[config.mk]
export PLATFORM = sky130hd
export DESIGN_NAME = sram_b_reader
export DESIGN_NICKNAME = d
export VERILOG_FILES = /design/src/rtl/sram_b_reader.sv
export SDC_FILE = /design/constraint.sdc
export NUM_CORES = 1
export LEC_CHECK = 0
export CORE_MARGIN = 2
export CORE_UTILIZATION = 35
export DETAILED_ROUTE_END_ITERATION = 6
export DONT_BUFFER_PORTS = 1
export PLACE_DENSITY_LB_ADDON = 0.1
export SYNTH_ARGS = -nofsm -noshare
export SYNTH_HDL_FRONTEND = slang
export SYNTH_SLANG_ARGS = --single-unit
[constraint.sdc]
create_clock -name clk -period 3.7 [get_ports clk]
set_clock_uncertainty 0.2 [all_clocks]
set_input_delay 0.37 -clock clk [delete_from_list [all_inputs] [get_ports clk]]
set_output_delay 0.37 -clock clk [all_outputs]
set_load 0.01 [all_outputs]
[src/rtl/sram_b_reader.sv]
// ---------------------------------------------------------------------------
// sram_b_reader
//
// Read-side initiator for the operand-B scratchpad SRAM (1-cycle registered
// read). A burst command (base, length-1, optional stride) is turned into at
// most one SRAM read per cycle. The returned bytes are collected in a
// 2-entry buffer and presented as a valid/ready byte stream to the MAC array,
// with out_last flagging the final beat of the burst.
//
// Optional feature macro: SRAM_B_READER_STRIDE_EN
//   defined   : the address step is the latched cmd_stride (mod 2^AW)
//   undefined : cmd_stride is ignored, the address step is 1
//
// Ports:
//   clk, rst_n      clock (rising edge) and synchronous active-low reset
//   cmd_valid/ready command handshake; cmd_ready only high in IDLE
//   cmd_base        first address of the burst
//   cmd_len_m1      burst length minus one
//   cmd_stride      per-beat address increment (feature builds only)
//   busy            burst in progress (RUN or DRAIN)
//   sram_ce/we      SRAM chip enable / write enable (we tied low)
//   sram_addr       SRAM address, holds its last value while ce is low
//   sram_din        SRAM write data (tied low)
//   sram_dout       SRAM read data, valid the cycle after ce
//   out_valid/ready downstream byte stream handshake
//   out_data        stream byte
//   out_last        final beat of the burst, qualified by out_valid
// ---------------------------------------------------------------------------
module sram_b_reader #(
  parameter int AW         = 10,
  parameter int DW         = 8,
  parameter int FIFO_DEPTH = 2
) (
  input  logic          clk,
  input  logic          rst_n,
  input  logic          cmd_valid,
  output logic          cmd_ready,
  input  logic [AW-1:0] cmd_base,
  input  logic [AW-1:0] cmd_len_m1,
  input  logic [AW-1:0] cmd_stride,
  output logic          busy,
  output logic          sram_ce,
  output logic          sram_we,
  output logic [AW-1:0] sram_addr,
  output logic [DW-1:0] sram_din,
  input  logic [DW-1:0] sram_dout,
  output logic          out_valid,
  input  logic          out_ready,
  output logic [DW-1:0] out_data,
  output logic          out_last
);

  typedef enum logic [1:0] {
    ST_IDLE  = 2'd0,
    ST_RUN   = 2'd1,
    ST_DRAIN = 2'd2
  } state_e;

  // Occupancy limit expressed in the width of the occupancy arithmetic.
  localparam logic [2:0] DEPTH_LIMIT = 3'(FIFO_DEPTH);

  state_e          state_q;
  logic [AW-1:0]   len_m1_q;
  logic [AW-1:0]   issue_addr_q;
  logic [AW-1:0]   last_addr_q;
  // One bit wider than the address so a 2^AW-beat burst can be counted.
  logic [AW:0]     issue_cnt_q;
  logic [AW-1:0]   cap_cnt_q;
  logic            inflight_q;

  // Output buffer: two entries, a 1-bit pointer each side, 0..2 count.
  logic [DW-1:0]   fifo_data_q [FIFO_DEPTH];
  logic            fifo_last_q [FIFO_DEPTH];
  logic            wr_ptr_q;
  logic            rd_ptr_q;
  logic [1:0]      count_q;
  logic [1:0]      count_d;

  logic            pop;
  logic            push;
  logic            issue;
  logic            last_tag;
  logic [2:0]      occ_d;
  logic [AW-1:0]   step;

`ifdef SRAM_B_READER_STRIDE_EN
  logic [AW-1:0]   stride_q;
  assign step = stride_q;
`else
  // Stride is not part of this build; fold it into a sink so it is not
  // mistaken for a forgotten connection.
  logic            unused_stride;
  assign unused_stride = ^cmd_stride;
  assign step          = AW'(1);
`endif

  // ---------------------------------------------------------------------
  // Stream side
  // ---------------------------------------------------------------------
  assign out_valid = (count_q != 2'd0);
  assign out_data  = fifo_data_q[rd_ptr_q];
  assign out_last  = out_valid & fifo_last_q[rd_ptr_q];
  assign pop       = out_valid & out_ready;

  // The registered read returns the byte one cycle after ce.
  assign push      = inflight_q;
  // cap_cnt_q numbers the returning reads; the one numbered len_m1 is last.
  assign last_tag  = (cap_cnt_q == len_m1_q);

  // Occupancy the buffer would have after this edge if nothing new were
  // issued. Issuing is only allowed while that still leaves room for the
  // byte coming back next cycle, so the buffer can never overflow even
  // when the consumer stalls indefinitely.
  assign occ_d = {1'b0, count_q} + {2'b00, inflight_q} - {2'b00, pop};

  assign issue = (state_q == ST_RUN)
               & (issue_cnt_q <= {1'b0, len_m1_q})
               & (occ_d < DEPTH_LIMIT);

  assign count_d = count_q + {1'b0, push} - {1'b0, pop};

  // ---------------------------------------------------------------------
  // SRAM side
  // ---------------------------------------------------------------------
  assign sram_ce   = issue;
  assign sram_we   = 1'b0;
  assign sram_din  = '0;
  // Present the live issue address only when reading, otherwise keep the
  // previously issued address on the bus.
  assign sram_addr = issue ? issue_addr_q : last_addr_q;

  // ---------------------------------------------------------------------
  // Control outputs
  // ---------------------------------------------------------------------
  assign cmd_ready = rst_n & (state_q == ST_IDLE);
  assign busy      = (state_q != ST_IDLE);

  // ---------------------------------------------------------------------
  // Sequencer, capture and buffer state
  // ---------------------------------------------------------------------
  always_ff @(posedge clk) begin
    if (!rst_n) begin
      state_q      <= ST_IDLE;
      len_m1_q     <= '0;
      issue_addr_q <= '0;
      last_addr_q  <= '0;
      issue_cnt_q  <= '0;
      cap_cnt_q    <= '0;
      inflight_q   <= 1'b0;
      wr_ptr_q     <= 1'b0;
      rd_ptr_q     <= 1'b0;
      count_q      <= 2'd0;
      for (int i = 0; i < FIFO_DEPTH; i++) begin
        fifo_data_q[i] <= '0;
        fifo_last_q[i] <= 1'b0;
      end
`ifdef SRAM_B_READER_STRIDE_EN
      stride_q     <= '0;
`endif
    end else begin
      case (state_q)
        ST_IDLE: begin
          if (cmd_valid) begin
            len_m1_q     <= cmd_len_m1;
            issue_addr_q <= cmd_base;
            issue_cnt_q  <= '0;
            cap_cnt_q    <= '0;
`ifdef SRAM_B_READER_STRIDE_EN
            stride_q     <= cmd_stride;
`endif
            state_q      <= ST_RUN;
          end
        end

        ST_RUN: begin
          if (issue) begin
            // Natural AW-bit wrap gives the modulo-2^AW address walk.
            issue_addr_q <= issue_addr_q + step;
            last_addr_q  <= issue_addr_q;
            issue_cnt_q  <= issue_cnt_q + 1'b1;
            // Leave on the edge that issues the final read.
            if (issue_cnt_q[AW-1:0] == len_m1_q) begin
              state_q <= ST_DRAIN;
            end
          end
        end

        ST_DRAIN: begin
          if (pop && out_last) begin
            state_q <= ST_IDLE;
          end
        end

        default: state_q <= ST_IDLE;
      endcase

      inflight_q <= issue;

      if (push) begin
        fifo_data_q[wr_ptr_q] <= sram_dout;
        fifo_last_q[wr_ptr_q] <= last_tag;
        wr_ptr_q              <= ~wr_ptr_q;
        cap_cnt_q             <= cap_cnt_q + 1'b1;
      end

      if (pop) begin
        rd_ptr_q <= ~rd_ptr_q;
      end

      count_q <= count_d;
    end
  end

  // A push into a full buffer without a simultaneous pop would lose data.
  always_ff @(posedge clk) begin
    if (rst_n) begin
      assert (!(push && !pop && (count_q == 2'(FIFO_DEPTH))));
    end
  end

endmodule

* Yosys cells after proc, flatten, opt, wreduce, memory -nomap -nowiden
Memories as Yosys holds them, arrays and structs flattened. A register that Yosys moved wholly into a read port is not among the register bits.
Index checks and enable logic that the tools add are counted.
** Word-level totals
- Bits in registers :: 58
- Memory bits (writable) :: 18
- Bits of input ports :: 42
- Output and inout bits :: 32
- Word-level logic and storage cells :: 78
- Memories kept :: 2
** Memories
- fifo_data_q :: depth 2, width 8, read ports 1, clocked after Yosys merged registers in 1, write ports 2, line 72 : logic [DW-1:0] fifo_data_q [FIFO_DEPTH];
- fifo_last_q :: depth 2, width 1, read ports 1, clocked after Yosys merged registers in 1, write ports 2, line 73 : logic fifo_last_q [FIFO_DEPTH];
** Cells by class
- Add/subtract/negate cells :: 7
- $lt $le $gt $ge :: 2
- Equal/unequal tests :: 8
- Mux-type cells :: 29
- Bitwise gates (word level) :: 7
- Reductions and logical operators :: 13
** Operators with widths (count)
- $mux W10 :: 6
- $mux W11 :: 2
- $pmux W11 S2 :: 1
- $add A10 B1 Y10 const B :: 2
- $eq A10 B10 Y1 :: 2
- $pmux W10 S2 :: 1
- $mux W1 :: 13
- $add A11 B1 Y11 const B :: 1
- $le A11 B10 Y1 :: 1
- $reduce_bool A2 Y1 :: 5
- $mux W2 :: 4
- $mux W8 :: 1
- $reduce_or A8 Y1 :: 1
- $ne A2 B2 Y1 const B :: 3
- $pmux W2 S3 :: 1
- $and A1 B1 Y1 :: 5
- $reduce_and A2 Y1 :: 2
- $reduce_and A4 Y1 :: 1
- $add A2 B1 Y3 :: 1
- $lt A3 B2 Y1 const B :: 1
- $reduce_and A3 Y1 :: 1
- $sub A3 B1 Y3 :: 1
- $add A2 B1 Y2 :: 1
- $eq A2 B1 Y1 const B :: 1
- other kinds (7) :: 8

* Longest topological paths before layout
- Word-level depth :: 7
- Gate-level depth with buffers :: 13
- Mapped depth without buffers :: 13

* Worst setup path before layout
Ideal clock, no wire load.
- Path kind :: register to output
- From :: register count_q[1]
- To :: output port sram_addr[4]
- Arrival :: 2.590 ns
- Data required time :: 3.130 ns
- Slack :: 0.540 ns
- Cell stages (with the launch flop) :: 13
- Buffers on the path :: 1
- Cell sequence :: dfxtp_1 -> inv_1 -> nand2_1 -> and2_1 -> ha_1 -> inv_1 -> ha_1 -> fa_1 -> nor4_4 -> o21a_2 -> buf_2 -> nand3_1 -> nand2_1
** Between the ends
- Cells in the longest elaborated chain, start to end :: 6
- Elaborated cells on any way between the ends :: 7
** Ends and longest elaborated chain
- start, declared :: line 76 : logic [1:0] count_q;
- start signal, assigned :: line 210 : count_q <= count_d;
- $reduce_bool A2 Y1 :: line 100 : assign out_valid = (count_q != 2'd0);
- named net out_valid :: line 47 : output logic out_valid,
- $and A1 B1 Y1 :: line 103 : assign pop = out_valid & out_ready;
- named net pop :: line 79 : logic pop;
- $sub A3 B1 Y3 :: line 114 : assign occ_d = {1'b0, count_q} + {2'b00, inflight_q} - {2'b00, pop};
- $lt A3 B2 Y1 :: line 118 : & (occ_d < DEPTH_LIMIT);
- $and A1 B1 Y1 :: line 118
- $mux W10
- end, declared :: line 44 : output logic [AW-1:0] sram_addr,
The timed path passes the listed nets, and every way through them passes these cells.

* Final worst setup path
- From :: register count_q[1]
- To :: output port sram_ce
** Between the ends
- Cells in the longest elaborated chain, start to end :: 5
- Elaborated cells on any way between the ends :: 6
** Ends and longest elaborated chain
- $reduce_bool A2 Y1 :: line 100
- named net out_valid :: line 47
- $and A1 B1 Y1 :: line 103
- named net pop :: line 79
- $sub A3 B1 Y3 :: line 114
- $lt A3 B2 Y1 :: line 118
- $and A1 B1 Y1 :: line 118
- end, declared :: line 42 : output logic sram_ce,
The timed path passes the listed nets, and every way through them passes these cells.

==> results_dict.tcl <==
set metrics [dict create \
    globalRouteOverflowTotal 0 \
    post-synth-top-count-cell "dfxtp_1" \
    report.final.setup_viol 0 \
    final.fill_count 1132 \
    status "complete, but fails checks" \
    core_area_um2 11500 \
    vias_per_cell 5.42 \
    p_leak_nw 1.88 \
    final_cell_count_no_fill 634 \
    timing.final.hold_violations 0 \
    worst-slew-pin-transition_ps 913 \
    fp.dieArea_um2 12700 \
    num_antenna_cells 0 \
    synth_seq_cells 77 \
    async_reset_ff_share_pct 0 \
    tritoncts.num_buffers 9 \
    max-cap-violations 0 \
    synth_cell_type_count 65 \
    clock_tree.root_cell "clkbuf_16" \
    tritoncts "yes" \
    worstPathMaxFanout 6 \
    crit_type "flop to output port" \
    global_route_wire_length_before_repair_mm 17.9 \
    dp_slack_ps 239 \
    initial_standard_cell_utilization_of_the_core_pct 36.0 \
    power_density_nw_per_um2 675 \
    yosys_most_used_dff "dfxtp_1" \
    clkSlewWorstSetupHoldPaths_ps 60 \
    first_global_vias 3402 \
    slew_violations 0 \
    cts.sink_count 77 \
    synth.top_cells.by_area "dfxtp_1, edfxtp_1, nand2_1, a21oi_1, ha_1" \
    ant_nets 0 \
    period_share_pct 96.9 \
    placedCellCount 596 \
    hold_path_depth 2 \
    postLayoutSetupSlackWorst_ps 113 \
    post_place_instance_area_um2 4250 \
    dp.final_hpwl_mm 7.27 \
    clk_latency_ps 340 \
    num_io_pins 74 \
    post_synth_instance_area_um2 4150 \
    clock_tree.buffer_depth 2 \
    cp_startpoint_kind "flop" \
    synthToLayoutAreaGrowth_pct 17.1 \
    routabilityCongestion 0.746 \
    critical_path_required_ps 3130 \
    routed-via-count 3434 \
    drc 6 \
    timing.reg2reg.worst_path_depth 16 \
    failed_checks "design-rule violations" \
    min_period_ps 3590 \
    crit_path_end_kind "output port" \
    syn-mean-instance-area_um2 8.82 \
    nets 544 \
    fin_total_pwr_mw 3.28 \
    detail_route.wl_per_cell_um 17.1 \
    final_layout_size_suffix_gt1_share_pct 14.3 \
    synth_warnings 0 \
    postLayoutCellArea_um2 4860 \
    dr.first_iter.drc_count 208 \
    syn-instance-count 470 \
    cp_data_arrival_time_ps 3020 \
    grt_use_total_pct 17.8 \
    die-height_um 113 \
    place.port_buffers 0 \
    relSlewSlack_pct 38.9 \
    h_tree_levels 3 \
    synth_edf_count 16 \
    grt_setup_unrepaired "yes" \
    synth_sequential_area_ratio_pct 41.0 \
    first_pass_iters 6 \
    layout.core_utilization_pct 42.2 \
    grt_antenna_before_repair 0 \
    largest_net_degree_at_the_start_of_global_routing 30 \
    synth.top_cell.area_share_pct 29.4 \
    synthDominantAreaCellType "dfxtp_1" \
    achievable-frequency_ghz 0.279 \
    ir_drop_uv 344 \
    worst_hold_path_type "primary input to flop" \
    synth_commonest_cells "dfxtp_1, nand2_1, a21oi_1, nand3_1, o21ai_0" \
    core.rowCount 39 \
    die_width_um 113 \
    totalWireLength_mm 10.8 \
]
==> state kept, by name, indices dropped and copies added (netlist names), named ones only <==
name	cells
cap_cnt_q	10
issue_addr_q	10
issue_cnt_q	11
len_m1_q	10
last_addr_q	10
count_q	2
state_q	2
fifo_data_q	16
rd_ptr_q	1
fifo_last_q	2
wr_ptr_q	1
inflight_q	1
==> cell type report <==
type | count | area, um^2 | share of cell area, %
Clock buffer | 12 | 246 | 5.08
Timing Repair Buffer | 28 | 263 | 5.41
Sequential cell | 77 | 1700 | 35.0
Inverter | 18 | 70.1 | 1.44
Tap cell | 143 | 179 | 3.68
Multi-Input combinational cell | 352 | 2300 | 47.3
Clock inverter | 4 | 97.6 | 2.01
==> critical path: stages, from the launching register on <==
cell     delay, ps
dfxtp_1        340
inv_2           90
nand2_2         80
and2_1         190
ha_1           270
inv_1           40
ha_1           180
fa_2           480
nor4_4         360
buf_4          180
o21a_4         160
nand2_2        150
inv_4          140
==> routing by layer <==
layer | GRT usage, % | wire length (um) | vias to the layer above
met1 | 23.3 | 4890 | 1615
met5 | 0 | 0 | -
met4 | 4.80 | 102 | 0
met3 | 5.73 | 708 | 4
li1 | - | - | 1731
met2 | 28.6 | 5130 | 84
==> worst paths after layout <==
kind	startpoint	slack [ps]	end
worst min register to register	fifo_last_q[1]	290	fifo_last_q[1]
worst max-delay path	count_q[1]	110	sram_ce
worst min-delay path	cmd_base[1]	20	issue_addr_q[1]
worst max register to register	count_q[1]	210	issue_addr_q[2]
==> placed cells by master (no fill, tap or decap), drive strengths merged, types with 3 or more instances in the layout <==
master	count
a21oi	40
a311oi	6
a31o	5
a31oi	6
and2	20
and3	6
buf	12
bufinv	3
clkbuf	12
conb	9
dfxtp	61
dlygate4sd3	16
edfxtp	16
ha	15
inv	18
mux2	8
mux2i	3
nand2	61
nand2b	5
nand3	31
nand4	6
nor2	22
nor3	5
nor3b	3
nor4	8
o211ai	5
o21a	6
o21ai	24
o311ai	4
o31ai	7
o41ai	5
or3	4
xnor2	5
xor2	8
==> power breakdown <==
part	leakage [nW]	total, mW	switching, mW	internal [mW]
Sequential	0.662	1.10	0.118	0.982
Clock	0.163	1.02	0.345	0.678
Combinational	1.05	1.16	0.701	0.455
Total	1.88	3.28	1.16	2.12
==> logic make-up after synthesis <==
logic type / synth area share [%]
and+or+nand+nor: 23.3
AOI/OAI and AO/OA: 19.1
DFF: 41.0
buffers and inverters: 5.85
adders and majority gates: 5.01
xor gates and xnor gates: 2.75
muxes: 2.90
other: 0.0904
==> per-stage QoR <==
stage	TNS (ps)	hold WS [ps]
5_1_grt	-198	7.36
6_report	0	16.6
3_3_place_gp	0	268
4_1_cts	0	0.473
2_1_floorplan	0	253
3_5_place_dp	0	274
==> repair_timing <==
action                                  in CTS  in global routing
endpoints found under the setup margin      11                 12
resized for setup                           10                 19
hold buffers                                16                  0
endpoints found under the hold margin       33                  0
cloned                                       1                  0
buffers inserted                             4                  1
pin swaps                                    3                  5
No activity file was read; power rests on OpenSTA's default activity.
